## src/rtl/inst_fetch_unit_pkg.sv

```systemverilog
// -----------------------------------------------------------------------------
// inst_fetch_unit_pkg
// Shared definitions for the instruction fetch unit: word/address widths,
// the MIPS opcodes the fetch path cares about, and the 2-bit fetch FSM
// state encoding.
// -----------------------------------------------------------------------------
package inst_fetch_unit_pkg;

  localparam int WORD_WIDTH     = 32;
  localparam int MEM_ADDR_WIDTH = 32;

  // Primary opcodes (inst[31:26]) of the control-flow instructions that
  // steer the PC. The controller decodes these; they are kept here so the
  // fetch unit and controller agree on one definition.
  localparam logic [5:0] OP_RTYPE = 6'h00;  // jr lives under funct
  localparam logic [5:0] OP_J     = 6'h02;
  localparam logic [5:0] OP_JAL   = 6'h03;
  localparam logic [5:0] OP_BEQ   = 6'h04;
  localparam logic [5:0] OP_BNE   = 6'h05;

  typedef enum logic [1:0] {
    S_RESET = 2'b00,
    S_FETCH = 2'b01,
    S_EXEC  = 2'b10
  } fetch_state_t;

endpackage : inst_fetch_unit_pkg

```

## src/rtl/inst_fetch_unit_next_pc_calc.sv

```systemverilog
// -----------------------------------------------------------------------------
// next_pc_calc
// Combinational next-PC selection for the fetch unit.
// Priority: jr > jump > branch (pc_src) > sequential.
// Ports:
//   pc_plus4   in  32  pc + 4 of the instruction in execute
//   inst       in  32  instruction in execute
//   rs_data    in  32  register rs value (jr target)
//   pc_src     in  1   branch taken
//   jump       in  1   j / jal
//   jr         in  1   jump register
//   next_pc    out 32  selected next PC (word aligned)
//   misaligned out 1   jr selected and rs_data[1:0] != 0
// -----------------------------------------------------------------------------
module next_pc_calc
  import inst_fetch_unit_pkg::*;
(
  input  logic [WORD_WIDTH-1:0] pc_plus4,
  input  logic [WORD_WIDTH-1:0] inst,
  input  logic [WORD_WIDTH-1:0] rs_data,
  input  logic                  pc_src,
  input  logic                  jump,
  input  logic                  jr,
  output logic [WORD_WIDTH-1:0] next_pc,
  output logic                  misaligned
);

  logic [WORD_WIDTH-1:0] w_jr_target;
  logic [WORD_WIDTH-1:0] w_jump_target;
  logic [WORD_WIDTH-1:0] w_branch_offset;
  logic [WORD_WIDTH-1:0] w_branch_target;

  // The opcode field is decoded by the controller, not here.
  logic w_unused_opcode;
  assign w_unused_opcode = &{1'b0, inst[31:26]};

  // Low bits are dropped so the PC always stays word aligned; a nonzero
  // value there is reported rather than honoured.
  assign w_jr_target     = {rs_data[31:2], 2'b00};
  assign w_jump_target   = {pc_plus4[31:28], inst[25:0], 2'b00};
  assign w_branch_offset = {{14{inst[15]}}, inst[15:0], 2'b00};
  assign w_branch_target = pc_plus4 + w_branch_offset;  // wraps mod 2^32

  always_comb begin
    // NOTE: every always_comb output gets a default first so no path can
    // leave it unassigned and infer a latch.
    next_pc    = pc_plus4;
    misaligned = 1'b0;
    if (jr) begin
      next_pc    = w_jr_target;
      misaligned = (rs_data[1:0] != 2'b00);
    end else if (jump) begin
      next_pc = w_jump_target;
    end else if (pc_src) begin
      next_pc = w_branch_target;
    end
  end

endmodule : next_pc_calc

```

## src/rtl/inst_fetch_unit.sv

```systemverilog
// -----------------------------------------------------------------------------
// inst_fetch_unit
// Owns the PC and the instruction-memory req/ack handshake of the
// single-issue MIPS core. Each instruction takes one fetch (S_FETCH, wait
// for ack) and at least one execute cycle (S_EXEC), where the controller's
// steering outputs select the next PC on the exit edge.
// Ports:
//   clk, rst      clock, asynchronous active-high reset
//   inst_req      out  fetch request (high throughout S_FETCH)
//   inst_addr     out  fetch address (= pc)
//   inst_ack      in   inst_rdata valid this cycle (honoured only in S_FETCH)
//   inst_rdata    in   fetched instruction word
//   inst          out  registered instruction for controller/datapath
//   inst_valid    out  inst is live (S_EXEC)
//   pc, pc_plus4  out  current PC and its sequential successor (jal link)
//   pc_src, jump, jr, rs_data  in  PC steering, sampled on the S_EXEC exit
//   stall         in   hold the current instruction in execute
//   misalign_err  out  one-cycle pulse after a jr with rs_data[1:0] != 0
//   inst_count    out  retired-instruction counter (wraps)
// -----------------------------------------------------------------------------
module inst_fetch_unit #(
  parameter int                         WORD_WIDTH     = 32,
  parameter int                         MEM_ADDR_WIDTH = 32,
  parameter logic [MEM_ADDR_WIDTH-1:0]  RESET_PC       = 32'h0000_0000
) (
  input  logic                      clk,
  input  logic                      rst,
  output logic                      inst_req,
  output logic [MEM_ADDR_WIDTH-1:0] inst_addr,
  input  logic                      inst_ack,
  input  logic [WORD_WIDTH-1:0]     inst_rdata,
  output logic [WORD_WIDTH-1:0]     inst,
  output logic                      inst_valid,
  output logic [MEM_ADDR_WIDTH-1:0] pc,
  output logic [MEM_ADDR_WIDTH-1:0] pc_plus4,
  input  logic                      pc_src,
  input  logic                      jump,
  input  logic                      jr,
  input  logic [WORD_WIDTH-1:0]     rs_data,
  input  logic                      stall,
  output logic                      misalign_err,
  output logic [31:0]               inst_count
);

  import inst_fetch_unit_pkg::*;

  fetch_state_t              r_state;
  fetch_state_t              w_state_next;
  logic [MEM_ADDR_WIDTH-1:0] r_pc;
  logic [WORD_WIDTH-1:0]     r_inst;
  logic                      r_misalign_err;
  logic [31:0]               r_inst_count;

  logic [MEM_ADDR_WIDTH-1:0] w_next_pc;
  logic                      w_misaligned;
  logic                      w_fetch_done;
  logic                      w_exec_exit;

  assign w_fetch_done = (r_state == S_FETCH) && inst_ack;
  assign w_exec_exit  = (r_state == S_EXEC) && !stall;

  assign pc_plus4 = r_pc + MEM_ADDR_WIDTH'(4);  // 0xFFFF_FFFC wraps to 0

  next_pc_calc u_next_pc_calc (
    .pc_plus4   (pc_plus4),
    .inst       (r_inst),
    .rs_data    (rs_data),
    .pc_src     (pc_src),
    .jump       (jump),
    .jr         (jr),
    .next_pc    (w_next_pc),
    .misaligned (w_misaligned)
  );

  // ---------------------------------------------------------------------------
  // FSM: state register
  // ---------------------------------------------------------------------------
  always_ff @(posedge clk or posedge rst) begin
    // NOTE: sequential state uses non-blocking assignments so every register
    // samples pre-edge values regardless of block ordering.
    if (rst) r_state <= S_RESET;
    else     r_state <= w_state_next;
  end

  // ---------------------------------------------------------------------------
  // FSM: next-state logic
  // ---------------------------------------------------------------------------
  always_comb begin
    w_state_next = r_state;
    unique case (r_state)
      S_RESET: w_state_next = S_FETCH;
      S_FETCH: if (inst_ack) w_state_next = S_EXEC;
      S_EXEC:  if (!stall)   w_state_next = S_FETCH;
      default: w_state_next = S_RESET;
    endcase
  end

  // ---------------------------------------------------------------------------
  // FSM: outputs. Decoded straight from state so the async reset drops
  // inst_req in the same instant it takes effect.
  // ---------------------------------------------------------------------------
  always_comb begin
    inst_req   = 1'b0;
    inst_valid = 1'b0;
    unique case (r_state)
      S_FETCH: inst_req   = 1'b1;
      S_EXEC:  inst_valid = 1'b1;
      default: ;
    endcase
  end

  // ---------------------------------------------------------------------------
  // Datapath: PC, instruction register, error pulse, retire counter
  // ---------------------------------------------------------------------------
  always_ff @(posedge clk or posedge rst) begin
    if (rst) begin
      r_pc           <= RESET_PC;
      r_inst         <= '0;
      r_misalign_err <= 1'b0;
      r_inst_count   <= '0;
    end else begin
      // Pulse only on the exit edge of a misaligned jr; cleared otherwise.
      r_misalign_err <= w_exec_exit && w_misaligned;
      if (w_fetch_done) begin
        r_inst <= inst_rdata;
      end
      if (w_exec_exit) begin
        r_pc         <= w_next_pc;
        r_inst_count <= r_inst_count + 32'd1;
      end
    end
  end

  assign inst_addr    = r_pc;
  assign pc           = r_pc;
  assign inst         = r_inst;
  assign misalign_err = r_misalign_err;
  assign inst_count   = r_inst_count;

endmodule : inst_fetch_unit

```

## config.mk

```make
export PLATFORM = sky130hd
export DESIGN_NAME = inst_fetch_unit
export DESIGN_NICKNAME = d
export VERILOG_FILES = /design/src/rtl/inst_fetch_unit_pkg.sv /design/src/rtl/inst_fetch_unit_next_pc_calc.sv /design/src/rtl/inst_fetch_unit.sv
export SDC_FILE = /design/constraint.sdc
export NUM_CORES = 1
export LEC_CHECK = 0
export CAP_MARGIN = 15
export CELL_PAD_IN_SITES_DETAIL_PLACEMENT = 2
export CELL_PAD_IN_SITES_GLOBAL_PLACEMENT = 2
export CORE_ASPECT_RATIO = 0.75
export CORE_MARGIN = 8
export CORE_UTILIZATION = 29
export CTS_BUF_LIST = sky130_fd_sc_hd__clkbuf_4 sky130_fd_sc_hd__clkbuf_8 sky130_fd_sc_hd__clkbuf_16
export DETAILED_ROUTE_END_ITERATION = 12
export PLACE_DENSITY_LB_ADDON = 0.1
export SLEW_MARGIN = 20
export SYNTH_ARGS = -nofsm -noshare
export SYNTH_HDL_FRONTEND = slang
export SYNTH_SLANG_ARGS = --single-unit
```

## constraint.sdc

```tcl
create_clock -name clk -period 6.8 [get_ports clk]
set_clock_uncertainty 0.15 [all_clocks]
set_input_delay 1.02 -clock clk [delete_from_list [all_inputs] [get_ports clk]]
set_output_delay 1.02 -clock clk [all_outputs]
set_load 0.05 [all_outputs]
```

After elaboration in Yosys (flattened, before gate mapping). Index checks and enable logic that the tools add are counted.

Multiply operators: 0. Eq/ne operators: 4. $lt $le $gt $ge: 0. Bitwise gates (word level): 0. Shift operators: 0. Reductions and logical operators: 7. Div/mod/pow operators: 0. Mux-type cells: 9. $add $sub $neg: 3.

Operators by type and width (count): $mux 32 (3); $add 32x1->32 const B (1); $add 32x3->32 const B (1); $add 32x32->32 (1); $pmux 2 s3 (1); $mux 2 (2); $ne 2x2->1 const B (2); $logic_and 1x1->1 (3); $mux 1 (3); $eq 2x1->1 const B (1); $eq 2x2->1 const B (1); $logic_not 2->1 (1); $reduce_and 2->1 (1); $reduce_bool 2->1 (1); $logic_not 1->1 (1).

Flip-flop bits (word level): 99. Latch bits: 0. Input bits: 71. Output and inout bits: 163. Memory bits (writable): 0. Memory bits (read-only): 0. Memories: 0.

Logic depth before layout (Yosys ltp). Gate-level depths: netlist of run 1.

Depth in word-level cells: 5. Depth in mapped cells: 17. Gate-level depth less buffers: 16.

Modules after synthesis. Synthesis of run 1 repeated with hierarchy kept, for this count alone.

Cells, all modules: 750. Area, all modules: 7050.5 µm².

By module, submodules not included: inst_fetch_unit (times used 1, cells an instance 396, area each 4764.6 µm², seq. area each 2477.4 µm²); next_pc_calc (times used 1, cells an instance 354, area each 2285.9 µm², seq. area each 0.0 µm²).

Worst setup path before layout of run 1. Ideal clock, no wire load.

Path type: register to register. Start point: register r_pc[2], in the netlist inst_addr[2]. End point: register r_pc[29], in the netlist inst_addr[29]. Buffers on the path: 1. Arrival time: 4.565 ns. Data required time: 6.527 ns. Slack: 1.963 ns. Stages on the path, launching flop included: 17. Clock period less this slack: 4.837 ns. Cells stage by stage: dfrtp_1 > ha_1 > nand3_2 > nor4_4 > and3_1 > xor2_1 > ha_1 > buf_6 > a21o_1 > a21o_1 > a211oi_2 > o211ai_1 > nor2_1 > o21ai_1 > a311oi_1 > o31ai_1 > o221a_2.

Longest elaborated chain between the ends: 5.

Ends and longest elaborated chain: start: declaration (line inst_fetch_unit.sv:49) `logic [MEM_ADDR_WIDTH-1:0] r_pc;`; start signal: assignment (line inst_fetch_unit.sv:128) `r_pc <= w_next_pc;`; $add 32x3->32 (line inst_fetch_unit.sv:62) `assign pc_plus4 = r_pc + MEM_ADDR_WIDTH'(4);`; net pc_plus4[18] (line inst_fetch_unit.sv:35) `output logic [MEM_ADDR_WIDTH-1:0] pc_plus4,`; $add 32x32->32 (line inst_fetch_unit_next_pc_calc.sv:42) `assign w_branch_target = pc_plus4 + w_branch_offset;`; $mux 32 (line inst_fetch_unit_next_pc_calc.sv:54) `end else if (pc_src) begin`; $mux 32 (line inst_fetch_unit_next_pc_calc.sv:52) `end else if (jump) begin`; $mux 32 (line inst_fetch_unit_next_pc_calc.sv:49) `if (jr) begin`.

The timed path passes the listed nets, and every way through them passes these cells. A chain may end at the register's enable or synchronous reset.

Final worst setup path of run 1.
Start point: register r_pc[2], in the netlist inst_addr[2]. End point: output port pc_plus4[30].

Longest elaborated chain between the ends: 1.

Ends and longest elaborated chain (line): $add 32x3->32 (inst_fetch_unit.sv:62); end: declaration (inst_fetch_unit.sv:35).

Every way passes these cells.

==> results of run 1 <==
[synth_stat cells (all sizes together), types with 2 or more instances]
cell	number	area (sq um)
a211o	5	43.79
a211oi	9	72.57
a21o	20	153.9
a21oi	55	279.0
a221oi	2	23.77
a311oi	2	17.52
a31oi	8	50.05
a41oi	2	17.52
and2	4	25.02
and2b	2	15.01
and3	26	165.1
and4	5	43.79
buf	40	292.8
clkbuf	22	112.6
clkdlybuf4s15	2	20.02
dfrtp	97	2427
ha	37	462.9
inv	15	56.30
mux2	33	371.6
mux2i	8	80.08
nand2	76	287.8
nand2b	3	18.77
nand3	28	145.1
nand4	18	125.1
nor2	56	210.2
nor2b	6	37.54
nor3	6	40.04
nor3b	4	30.03
nor4b	2	17.52
o211ai	13	102.6
o21a	3	22.52
o21ai	38	193.9
o21bai	5	37.54
o221ai	2	17.52
o22ai	5	31.28
o311ai	2	17.52
o31ai	6	50.05
or3	2	12.51
xnor2	58	508.0
xor2	25	219.0
[registers in the layout (all words and copies together), names as in the netlist]
register and flops:
inst_addr 30, inst_count 32, r_state 2, misalign_err 1
inst 32
[cell type report]
class / instances / area, sq um
Clock inverter: 7 / 76.32
Multi-Input combinational cell: 589 / 4071
Fill cell: 2621 / 14220
Tap cell: 306 / 382.9
Inverter: 15 / 58.81
Sequential cell: 97 / 2427
Timing Repair Buffer: 235 / 2327
Clock buffer: 9 / 225.2
[worst min-delay path by stage]
stage,from,endpoint,slack (ns)
final,inst_count[31]$_DFFE_PP0P_,inst_count[31]$_DFFE_PP0P_,0.33
after global routing,inst_count[31]$_DFFE_PP0P_,inst_count[31]$_DFFE_PP0P_,0.35
after CTS,inst_count[31]$_DFFE_PP0P_,inst_count[31]$_DFFE_PP0P_,0.34
after detailed placement,inst_count[31]$_DFFE_PP0P_,inst_count[31]$_DFFE_PP0P_,0.32
after global placement,inst_count[31]$_DFFE_PP0P_,inst_count[31]$_DFFE_PP0P_,0.31
after floorplan,r_state[1]$_DFFE_PP0P_,r_state[0]$_DFFE_PP0P_,0.32
[critical path, delay by kind of cell, from the launching register on]
| family | cells | cell delay (ns) |
|---|---|---|
| and+or+nand+nor | 4 | 1.33 |
| buffers and inverters | 1 | 0.87 |
| DFF | 1 | 0.48 |
| adders and majority gates | 1 | 0.29 |
| xor gates and xnor gates | 1 | 0.28 |
[cells by family (layout without fill, tap and decap cells)]
logic type | count (synthesis) | count (layout) | synth area share, %
AO/OA/AOI/OAI | 182 | 182 | 17.04
XOR/XNOR | 83 | 83 | 10.45
adder cells (fa/ha/maj) | 38 | 38 | 6.945
buffers and inverters | 79 | 266 | 6.927
flip-flops | 97 | 97 | 34.90
multiplexers | 41 | 41 | 6.495
other | 1 | 6 | 0.05392
AND/OR/NAND/NOR | 239 | 239 | 17.18
[stage by stage]
step / total power, mW / setup slack [ns] / util, %
floorplan: 4.187 / 1.963 / -
global placement: 5.453 / 2.436 / 38.96
detailed placement: 5.518 / 2.123 / 38.96
CTS: 6.116 / 1.966 / 40.23
global route: 6.432 / 1.825 / 40.23
finish: 6.053 / 2.001 / 40.23
[routing by layer]
| layer | share of wire, % | up-vias |
|---|---|---|
| met2 | 47 | 167 |
| met1 | 47 | 3314 |
| met5 | 0 | - |
| li1 | - | 3052 |
| met3 | 5.0 | 22 |
| met4 | 1.5 | 0 |
[power groups by stage]
| stage | registers [mW] | logic [mW] | clock network (mW) |
|---|---|---|---|
| final | 1.07 | 4.43 | 0.549 |
| after global routing | 1.11 | 4.73 | 0.590 |
| after CTS | 1.07 | 4.47 | 0.571 |
| after detailed placement | 1.08 | 4.44 | 0 |
| after global placement | 1.06 | 4.39 | 0 |
| after floorplan | 1.68 | 2.51 | 0 |
==> summary.txt, run 1 <==
Logic synthesis
  – Sequential-to-total area share from yosys stat: a little over a third
  – EDFF count, synth: 0
  – Ys async rst share: 100.0%
  – Top_reg_cell synth: dfrtp_1
  – Synth Area per Inst: 9.150 sq um
  – Mapped Area: 6954 sq um
  – Yosys reg bits: 97
  – Distinct cell type count after synthesis: 64
  – Synthesized instance count: 760
  – Synth warnings: 0

Final layout
  – NumNets Final: 1056
  – Diodes inserted: 0
  – Layout cell share with drive strength beyond 1: 8.824%
  – Design Area, Final: roughly 9600 sq um
  – Most frequent cells in the layout: clkdlybuf4s50_1, dfrtp_1, nand2_1, xnor2_1, nor2_1
  – Commonest non-fill, non-tap cell in the layout: clkdlybuf4s50_1
  – Layout area overhead: 37.60%
  – Non-Filler Instances: 1258

Die
  – Num rows: approximately 50
  – Top Ports: 234
  – DIE HEIGHT: 150.1 microns
  – Die Wd: 194.8 microns
  – Initial Utilization: 29.23%
  – Core area: 23790 sq um
  – Total die area: 29240 sq um

Clock tree
  – H-tree depth: 3
  – Cts repair resizes: 0
  – CTS Buf Count: 9
  – Worst-Skew Late Latency: 0.37 ns
  – CTS tree: built
  – Cts hold-fix bufs: 0
  – Clock Tree Root: clkbuf_16
  – Buffer count from post-CTS setup fixing: 0
  – Worst-path clk slew: 0.09 ns
  – CTS sink cnt: 97
  – Clock buffer depth: 2

STA
  – Max transition margin: 31.88%
  – Final worst-path cycle share: between 70% and 80%
  – Pins Over Slew Limit: 0
  – Setup violators final: 0
  – Fmax: 208.4 MHz
  – Final hold viol count: 0
  – Slew @ Worst Pin: 1.018 ns
  – Shortest period the worst path allows: 4.799 ns
  – Worst hold slack: 0.3322 ns
  – Sum Neg Setup Slack: 0 ns
  – RSZ-0062 raised after global routing: no

Setup path
  – CP Capture Type: primary output
  – CP Launch Point: inst_addr[2]$_DFFE_PP0P_
  – Setup crit end: pc_plus4[30]
  – Critical Path RT: 5.63 ns
  – Slowest stage cell, crit path: clkdlybuf4s50_1
  – FF-to-FF Start: inst_addr[2]$_DFFE_PP0P_
  – Critical-path cell list: ha_1, nand3_2, nor4_4, and2_1, and4_1, xor2_1, clkdlybuf4s50_1
  – Crit path max fanout: 7
  – R2R Path End: inst_addr[31]$_DFFE_PP0P_
  – Critical Path Max Stage Delay: roughly 0.87 ns
  – Setup CP Type: flip-flop to primary output
  – Startpoint types: flip-flop
  – FF-to-FF setup slack: about 2.2 ns
  – R2R depth: 16
  – Worst Path Arrival: 3.63 ns

Global route
  – Pin count of the biggest net entering global routing: 69
  – Met2 Resource Use GR: 33.64%
  – First-pass GRT wire length: ~46000 microns
  – Met1 Use GR: 25.89%
  – Gr usage total: 20.06%
  – Vias in the first global route: 7407
  – Most Used Layer, Global Route: met2
  – Total gr overflow: 0
  – Grt met3 use: 5.026%
  – Initial antenna violation count: 0

Status
  – Outcome: complete, no violations

Placement
  – DP HPWL: between 20000 and 25000 microns
  – PortBufs: 227
  – Placed cell areas: 9268 sq um
  – Gpl congestion: 0.8209
  – Post-Place Cells: 1242

Route
  – # DRC: 0
  – Wire per inst: 23.45 microns
  – Routed vias: 6555
  – Initial DRC Count: 260
  – Pre-Repair DR Iteration Count: 7
  – Routed WL: 29500 microns
  – Post-route ant nets: 0
  – Post-DR vias/cell: 5.211

Power and ir drop
  – Internal power: 2.603 mW
  – Power per Cell Area: 632.6 nW/um^2
  – Net Sw Power: 3.450 mW
  – Worst vdd ir: 0.3048 mV
  – Combinational share of power: 73.3%
  – Sw Ratio: between 50% and 60%
  – Clock power frac: 9.1%
  – Leakage: 4.059 nW
  – Reg power frac: 17.7%

Worst hold path
  – Hold WC Path Type: flip-flop to flip-flop
  – Hold path cells: 1

Job
  – Max Cap Viol: 0
Note: power is estimated with default switching activity, not from simulation.
==> run 2: changes to the inputs <==
CORE_UTILIZATION = 25   (was 29)
clock period = 3.85 ns   (was 6.8 ns; I/O delays follow)
==> run 2 against run 1 <==
  * First-iteration DRC count decreased by 29%
  * Sequential power increased by 80%
  * Count of clock-buffer cells in the layout is the same
  * Final area is 9.1% higher
  * Critical endpoint is now inst_addr[29]$_DFFE_PP0P_
  * Worst hold slack got worse by 0.0062 ns
  * Largest cell class unchanged
  * Setup slack lost 1.9 ns
  * Total power grew 91%
==> summary.txt, run 2 (same netlist as run 1, synthesis figures left out) <==
Global route
  – Gr usage total: 18.24% (-1.8 points)
  – Vias in the first global route: 7319 (-1.2%)
  – Initial antenna violation count: 1 (+1)
  – Total gr overflow: 0 (unchanged)
  – First-pass GRT wire length: 47410 microns (+3.4%)
  – Pin count of the biggest net entering global routing: 44 (-36%)

Power and ir drop
  – Clock power frac: 8.4% (-0.7 points)
  – Leakage: 4.415 nW (+8.8%)
  – Internal power: 5.135 mW (+97%)
  – Reg power frac: 16.7% (-1.0 points)
  – Net Sw Power: 6.407 mW (+86%)
  – Power per Cell Area: 1105 nW/um^2 (+75%)
  – Combinational share of power: 74.8% (+1.5 points)
  – Sw Ratio: 55.51% (-1.5 points)
  – Worst vdd ir: 0.4164 mV (+37%)

Clock tree
  – Clock buffer depth: 2 (unchanged)
  – Worst-path clk slew: 0.08 ns (about the same)
  – CTS Buf Count: 9 (unchanged)
  – Worst-Skew Late Latency: 0.37 ns (about the same)
  – CTS tree: built
  – CTS sink cnt: 97 (unchanged)
  – Clock Tree Root: clkbuf_16
  – H-tree depth: 3 (unchanged)

STA
  – Slew @ Worst Pin: 0.9784 ns (-0.03982 ns)
  – Final worst-path cycle share: 97.95%
  – Fmax: approximately 270 MHz
  – Worst Slack Setup Final: 0.07888 ns (-1.922 ns)
  – Max transition margin: 34.54% (+2.7 points)
  – Shortest period the worst path allows: 3.771 ns
  – RSZ-0062 raised after global routing: yes
  – Pins Over Slew Limit: 0 (unchanged)
  – Setup violators final: 0 (unchanged)
  – Sum Neg Setup Slack: 0 ns (unchanged)
  – Final hold viol count: 0 (unchanged)

Worst hold path
  – Hold WC Path Type: flip-flop to flip-flop

Die
  – Die Wd: 208.6 microns (+7.1%)
  – Num rows: 53 (+8.2%)
  – Core area: 27720 sq um (+17%)
  – Top Ports: 234 (unchanged)
  – Total die area: 33470 sq um (+14%)
  – DIE HEIGHT: 160.4 microns (+6.9%)
  – Initial Utilization: 25.09% (-4.1 points)

Final layout
  – Most frequent cells in the layout: clkdlybuf4s50_1, dfrtp_1, nand2_1, buf_4, nor2_1
  – Layout area overhead: 50.14%
  – Non-Filler Instances: 1351 (+7.4%)
  – Design Area, Final: 10440 sq um (+9.1%)
  – NumNets Final: 1097 (+3.9%)
  – Layout cell share with drive strength beyond 1: 20.64% (+12 points)
  – Commonest non-fill, non-tap cell in the layout: clkdlybuf4s50_1

Placement
  – PortBufs: 227 (unchanged)
  – Place WS: 0.02367 ns (-2.100 ns)
  – Post-Place Cells: 1331 (+7.2%)
  – Placed cell areas: 9967 sq um (+7.5%)
  – Gpl congestion: 0.8095 (-1.4%)
  – DP HPWL: 23920 microns (+5.7%)

Route
  – Initial DRC Count: 184 (-29%)
  – Post-route ant nets: 0 (unchanged)
  – # DRC: 0 (unchanged)
  – Post-DR vias/cell: 4.924 (-5.5%)
  – Routed vias: 6652 (+1.5%)
  – Pre-Repair DR Iteration Count: 4 (-3)
  – Wire per inst: 22.64 microns (-3.5%)
  – Routed WL: 30580 microns (+3.7%)

Setup path
  – CP Capture Type: flip-flop
  – Startpoint types: flip-flop
  – Worst Path Arrival: 3.88 ns (+0.25 ns)
  – Critical Path RT: 3.96 ns (-1.67 ns)
  – Setup CP Type: flip-flop to flip-flop
  – Crit path max fanout: 6 (-1)

Job
  – Max Cap Viol: 0 (unchanged)

Status
  – Outcome: complete, no violations
[run 2: power groups by stage]
| stage | logic, mW | clock network, mW | registers [mW] |
|---|---|---|---|
| finish | 8.64 | 0.974 | 1.93 |
| global route | 9.22 | 1.06 | 2.01 |
| CTS | 8.46 | 1.02 | 1.93 |
| detailed placement | 8.39 | 0 | 1.94 |
| global placement | 8.37 | 0 | 1.93 |
| floorplan | 4.60 | 0 | 3.06 |
[run 2: timing repair]
action                                  CTS  global route
endpoints found under the hold margin     0             0
resized for setup                         0            29
hold buffers                              0             0
endpoints found under the setup margin    1             8
pin swaps                                 1            19
cloned                                    0             0
buffers inserted                          0             3
[run 2: path summary, 6_finish.rpt]
path | to | slack (ns) | startpoint | cells past startpoint
setup / recovery | inst_addr[29]$_DFFE_PP0P_ | 0.08 | inst_addr[2]$_DFFE_PP0P_ | 16
setup reg to reg | inst_addr[29]$_DFFE_PP0P_ | 0.08 | inst_addr[2]$_DFFE_PP0P_ | 16
min in group asynchronous | inst_count[4]$_DFFE_PP0P_ | 0.47 | rst | 2
hold / removal | inst_count[31]$_DFFE_PP0P_ | 0.33 | inst_count[31]$_DFFE_PP0P_ | 1
hold reg to reg | inst_count[31]$_DFFE_PP0P_ | 0.33 | inst_count[31]$_DFFE_PP0P_ | 1
max in group asynchronous | inst_addr[16]$_DFFE_PP0P_ | 2.19 | rst | 3
[run 2: metal layers]
metal / up-vias / share of wire (%) / track usage, %
met3: 16 / 5.0 / 4.830
met1: 3348 / 49 / 25.20
met2: 147 / 45 / 28.65
met5: - / 0 / 0
met4: 0 / 1.0 / 3.069
li1: 3141 / - / -
[run 2: cell type report]
| cell class | count | area (sq um) |
|---|---|---|
| clock buffers | 9 | 225.2 |
| flip-flops and latches | 97 | 2451 |
| multi-input cells | 589 | 4534 |
| diodes | 1 | 2.502 |
| clock inverters | 7 | 76.32 |
| fillers | 3010 | 17280 |
| inverters | 15 | 58.81 |
| well taps | 357 | 446.7 |
| repair buffers | 276 | 2646 |
[run 2: critical path, stage by stage (launching register included)]
cell	delay, ns
dfrtp_2	0.42
ha_4	0.18
nand3_4	0.10
nor4_4	0.34
buf_12	0.17
nand3_4	0.09
xnor2_4	0.15
ha_1	0.30
a21o_2	0.25
nor2b_2	0.16
a211oi_2	0.21
o211ai_1	0.17
nor2_2	0.27
o21ai_2	0.11
a311oi_2	0.26
o31ai_1	0.10
o221a_2	0.23
[run 2: metrics by stage]
stage	total power, mW	util (%)	hold WS (ns)
after floorplan	7.654	-	0.3236
after global placement	10.30	35.96	0.3106
after detailed placement	10.33	35.96	0.3105
after CTS	11.41	37.05	0.3282
after global routing	12.28	37.67	0.3395
final	11.54	37.67	0.3260
==> run 3: changes to the inputs <==
MAX_ROUTING_LAYER = met4   (was default)
SETUP_SLACK_MARGIN = 0.05   (was default)
==> run 3 against run 2 <==
  * Setup slack better by 0.11 ns
  * Total power increased by 1.2%
  * Die area did not move
  * Sequential power barely moved
  * First-iteration DRC count grew 5.4%
  * Combinational power up 0.8%
  * Global-route usage rose by 0.27 points
  * Cell count up 0.44%
  * Worst hold slack got worse by 0.00078 ns
  * Flip-flop and latch count unchanged
  * Register-to-register slack better by 0.11 ns
  * Via count fell by 0.15%
  * Critical endpoint unchanged
  * Largest cell class unchanged
==> summary.txt, run 3 (same netlist as run 1, synthesis figures left out) <==
Setup path
  – Setup CP Type: flip-flop to flip-flop
  – CP Capture Type: flip-flop
  – Startpoint types: flip-flop
  – R2R depth: 16 (unchanged)
  – Slowest stage cell, crit path: dfrtp_2
  – Critical Path Max Stage Delay: 0.40 ns (-0.02 ns)
  – Critical Path RT: 4.01 ns (+0.05 ns)
  – FF-to-FF setup slack: 0.18 ns (+0.11 ns)
  – Worst Path Arrival: 3.83 ns (-0.05 ns)
  – R2R Path End: inst_addr[29]$_DFFE_PP0P_
  – Crit path max fanout: 6 (unchanged)
  – FF-to-FF Start: inst_addr[12]$_DFFE_PP0P_
  – Critical-path cell list: and3_4, and3_4, and4_1, and2_4, nand2_2, xnor2_4, ha_2, a21o_1, a21o_1, a21oi_2, nor2_1, a21oi_2, o31ai_4, buf_4, o31ai_1, o221a_2

Power and ir drop
  – Pwr Total: 11.68 mW (+1.2%)
  – Leakage: 4.459 nW (+0.99%)
  – Worst vdd ir: 0.4587 mV (+10%)
  – Power per Cell Area: 1105 nW/um^2 (about the same)

Route
  – Routed WL: 30260 microns (-1.1%)
  – # DRC: 0 (unchanged)
  – Pre-Repair DR Iteration Count: 4 (unchanged)
  – Wire per inst: 22.30 microns (-1.5%)
  – Post-DR vias/cell: 4.895 (-0.59%)
  – Post-route ant nets: 0 (unchanged)
  – Initial DRC Count: 194 (+5.4%)
  – Routed vias: 6642 (-0.15%)

Clock tree
  – Worst-path clk slew: 0.09 ns (about the same)
  – CTS tree: built
  – Clock buffer depth: 2 (unchanged)
  – Cts hold-fix bufs: 0 (unchanged)
  – Clock Tree Root: clkbuf_16
  – CTS sink cnt: 97 (unchanged)
  – Worst-Skew Late Latency: 0.37 ns (about the same)
  – H-tree depth: 3 (unchanged)
  – CTS Buf Count: 9 (unchanged)

Final layout
  – Layout cell share with drive strength beyond 1: 21.72% (+1.1 points)
  – Non-Filler Instances: 1357 (+0.44%)
  – Design Area, Final: 10570 sq um (+1.2%)
  – Commonest non-fill, non-tap cell in the layout: clkdlybuf4s50_1
  – NumNets Final: 1103 (+0.55%)
  – Layout area overhead: 51.96%
  – Most frequent cells in the layout: clkdlybuf4s50_1, dfrtp_1, nand2_1, buf_4, nor2_1

Status
  – Outcome: complete, no violations

Die
  – Num rows: 53 (unchanged)
  – Top Ports: 234 (unchanged)
  – DIE HEIGHT: 160.4 microns (unchanged)
  – Total die area: 33470 sq um (unchanged)
  – Initial Utilization: 25.09% (unchanged)
  – Core area: 27720 sq um (unchanged)
  – Die Wd: 208.6 microns (unchanged)

STA
  – Fmax: 272.8 MHz (+2.9%)
  – Max transition margin: 37.39% (+2.8 points)
  – Final hold viol count: 0 (unchanged)
  – RSZ-0062 raised after global routing: yes
  – Slew @ Worst Pin: 0.9358 ns (-0.04256 ns)
  – Pins Over Slew Limit: 0 (unchanged)
  – Shortest period the worst path allows: 3.665 ns (-0.1057 ns)
  – Setup violators final: 0 (unchanged)
  – Final worst-path cycle share: 95.21% (-2.7 points)

Global route
  – Vias in the first global route: 7366 (+0.64%)
  – Pin count of the biggest net entering global routing: 54 (+23%)
  – Total gr overflow: 0 (unchanged)
  – First-pass GRT wire length: 47020 microns (-0.81%)
  – Initial antenna violation count: 1 (unchanged)
  – Gr usage total: 18.52% (+0.27 points)

Placement
  – DP HPWL: 23480 microns (-1.8%)
  – Placed cell areas: 9980 sq um (+0.13%)
  – Post-Place Cells: 1331 (unchanged)
  – PortBufs: 227 (unchanged)
  – Gpl congestion: 0.8348 (+3.1%)

Job
  – Max Cap Viol: 0 (unchanged)

Worst hold path
  – Hold WC Path Type: flip-flop to flip-flop
  – Min-delay src: inst_count[31]$_DFFE_PP0P_
  – WHS Endpoint: inst_count[31]$_DFFE_PP0P_
  – Hold path cells: 1 (unchanged)
## run 3: changes by cell type in the layout (fill, tap and decap cells not counted), moves of 2 or more
cell	previous run	this run
o21ai_4	0	2
buf_4	57	62
nand2_1	72	70
o21ai_2	3	1
ha_1	28	30
ha_2	4	2
nand2_2	4	6
## run 3: metrics by stage
step / setup slack, ns / util [%] / TNS, ns / hold WS [ns]
final: 0.1846 / 38.12 / 0 / 0.3252
after global routing: -0.01946 / 38.12 / -0.02598 / 0.3525
after CTS: 0.03687 / 37.21 / 0 / 0.3303
after detailed placement: -0.06756 / 36.00 / -0.09062 / 0.3124
after global placement: 0.09780 / 36.00 / 0 / 0.3092
after floorplan: -0.1083 / - / -0.5124 / 0.3236
## run 3: layout make-up
| class | instances | area [sq um] |
|---|---|---|
| clock buffer | 9 | 225.2 |
| sequential | 97 | 2451 |
| inverter | 15 | 58.81 |
| tap | 357 | 446.7 |
| clock inverter | 7 | 96.34 |
| fill | 3055 | 17150 |
| multi-input combinational | 589 | 4583 |
| antenna | 1 | 2.502 |
| timing repair buffer | 282 | 2704 |
## run 3: metal layers
layer	vias to the layer above	track usage [%]	wire length, microns
met2	124	28.65	13830
met3	12	4.090	1291
met4	0	3.197	207
met5	-	-	0
li1	3146	-	-
met1	3360	24.91	14930
## run 3: how the worst max path moves through the flow
stage | from | endpoint | slack [ns] | depth (start not counted)
final | inst_addr[12]$_DFFE_PP0P_ | inst_addr[29]$_DFFE_PP0P_ | 0.18 | 16
after global routing | inst_addr[3]$_DFFE_PP0P_ | inst_addr[29]$_DFFE_PP0P_ | -0.02 | 17
after floorplan | inst_addr[2]$_DFFE_PP0P_ | inst_addr[21]$_DFFE_PP0P_ | -0.11 | 13
after CTS | inst_addr[3]$_DFFE_PP0P_ | inst_addr[31]$_DFFE_PP0P_ | 0.04 | 17
after detailed placement | inst_addr[6]$_DFFE_PP0P_ | inst_addr[31]$_DFFE_PP0P_ | -0.07 | 16
after global placement | inst_addr[12]$_DFFE_PP0P_ | inst_addr[30]$_DFFE_PP0P_ | 0.1 | 15
## run 3: critical path: cells and delay by family (launching register included)
kind	cells	cell delay [ns]
and+or+nand+nor	6	1.08
AOI/OAI and AO/OA	7	1.27
DFF	1	0.40
adders and majority gates	1	0.34
xor gates and xnor gates	1	0.21
buffers and inverters	1	0.14
## run 3: where the power goes
group	total, mW	switching [mW]	leakage, nW	internal (mW)
sequential	1.93	0.543	1.19	1.38
clock	1.04	0.509	0.155	0.528
combinational	8.71	5.39	3.12	3.32
total	11.7	6.44	4.46	5.24
## run 3: timing repair
item,in CTS,in global routing
endpoints found under the setup margin,4,13
pin swaps,1,20
buffers inserted,0,9
resized for setup,3,35
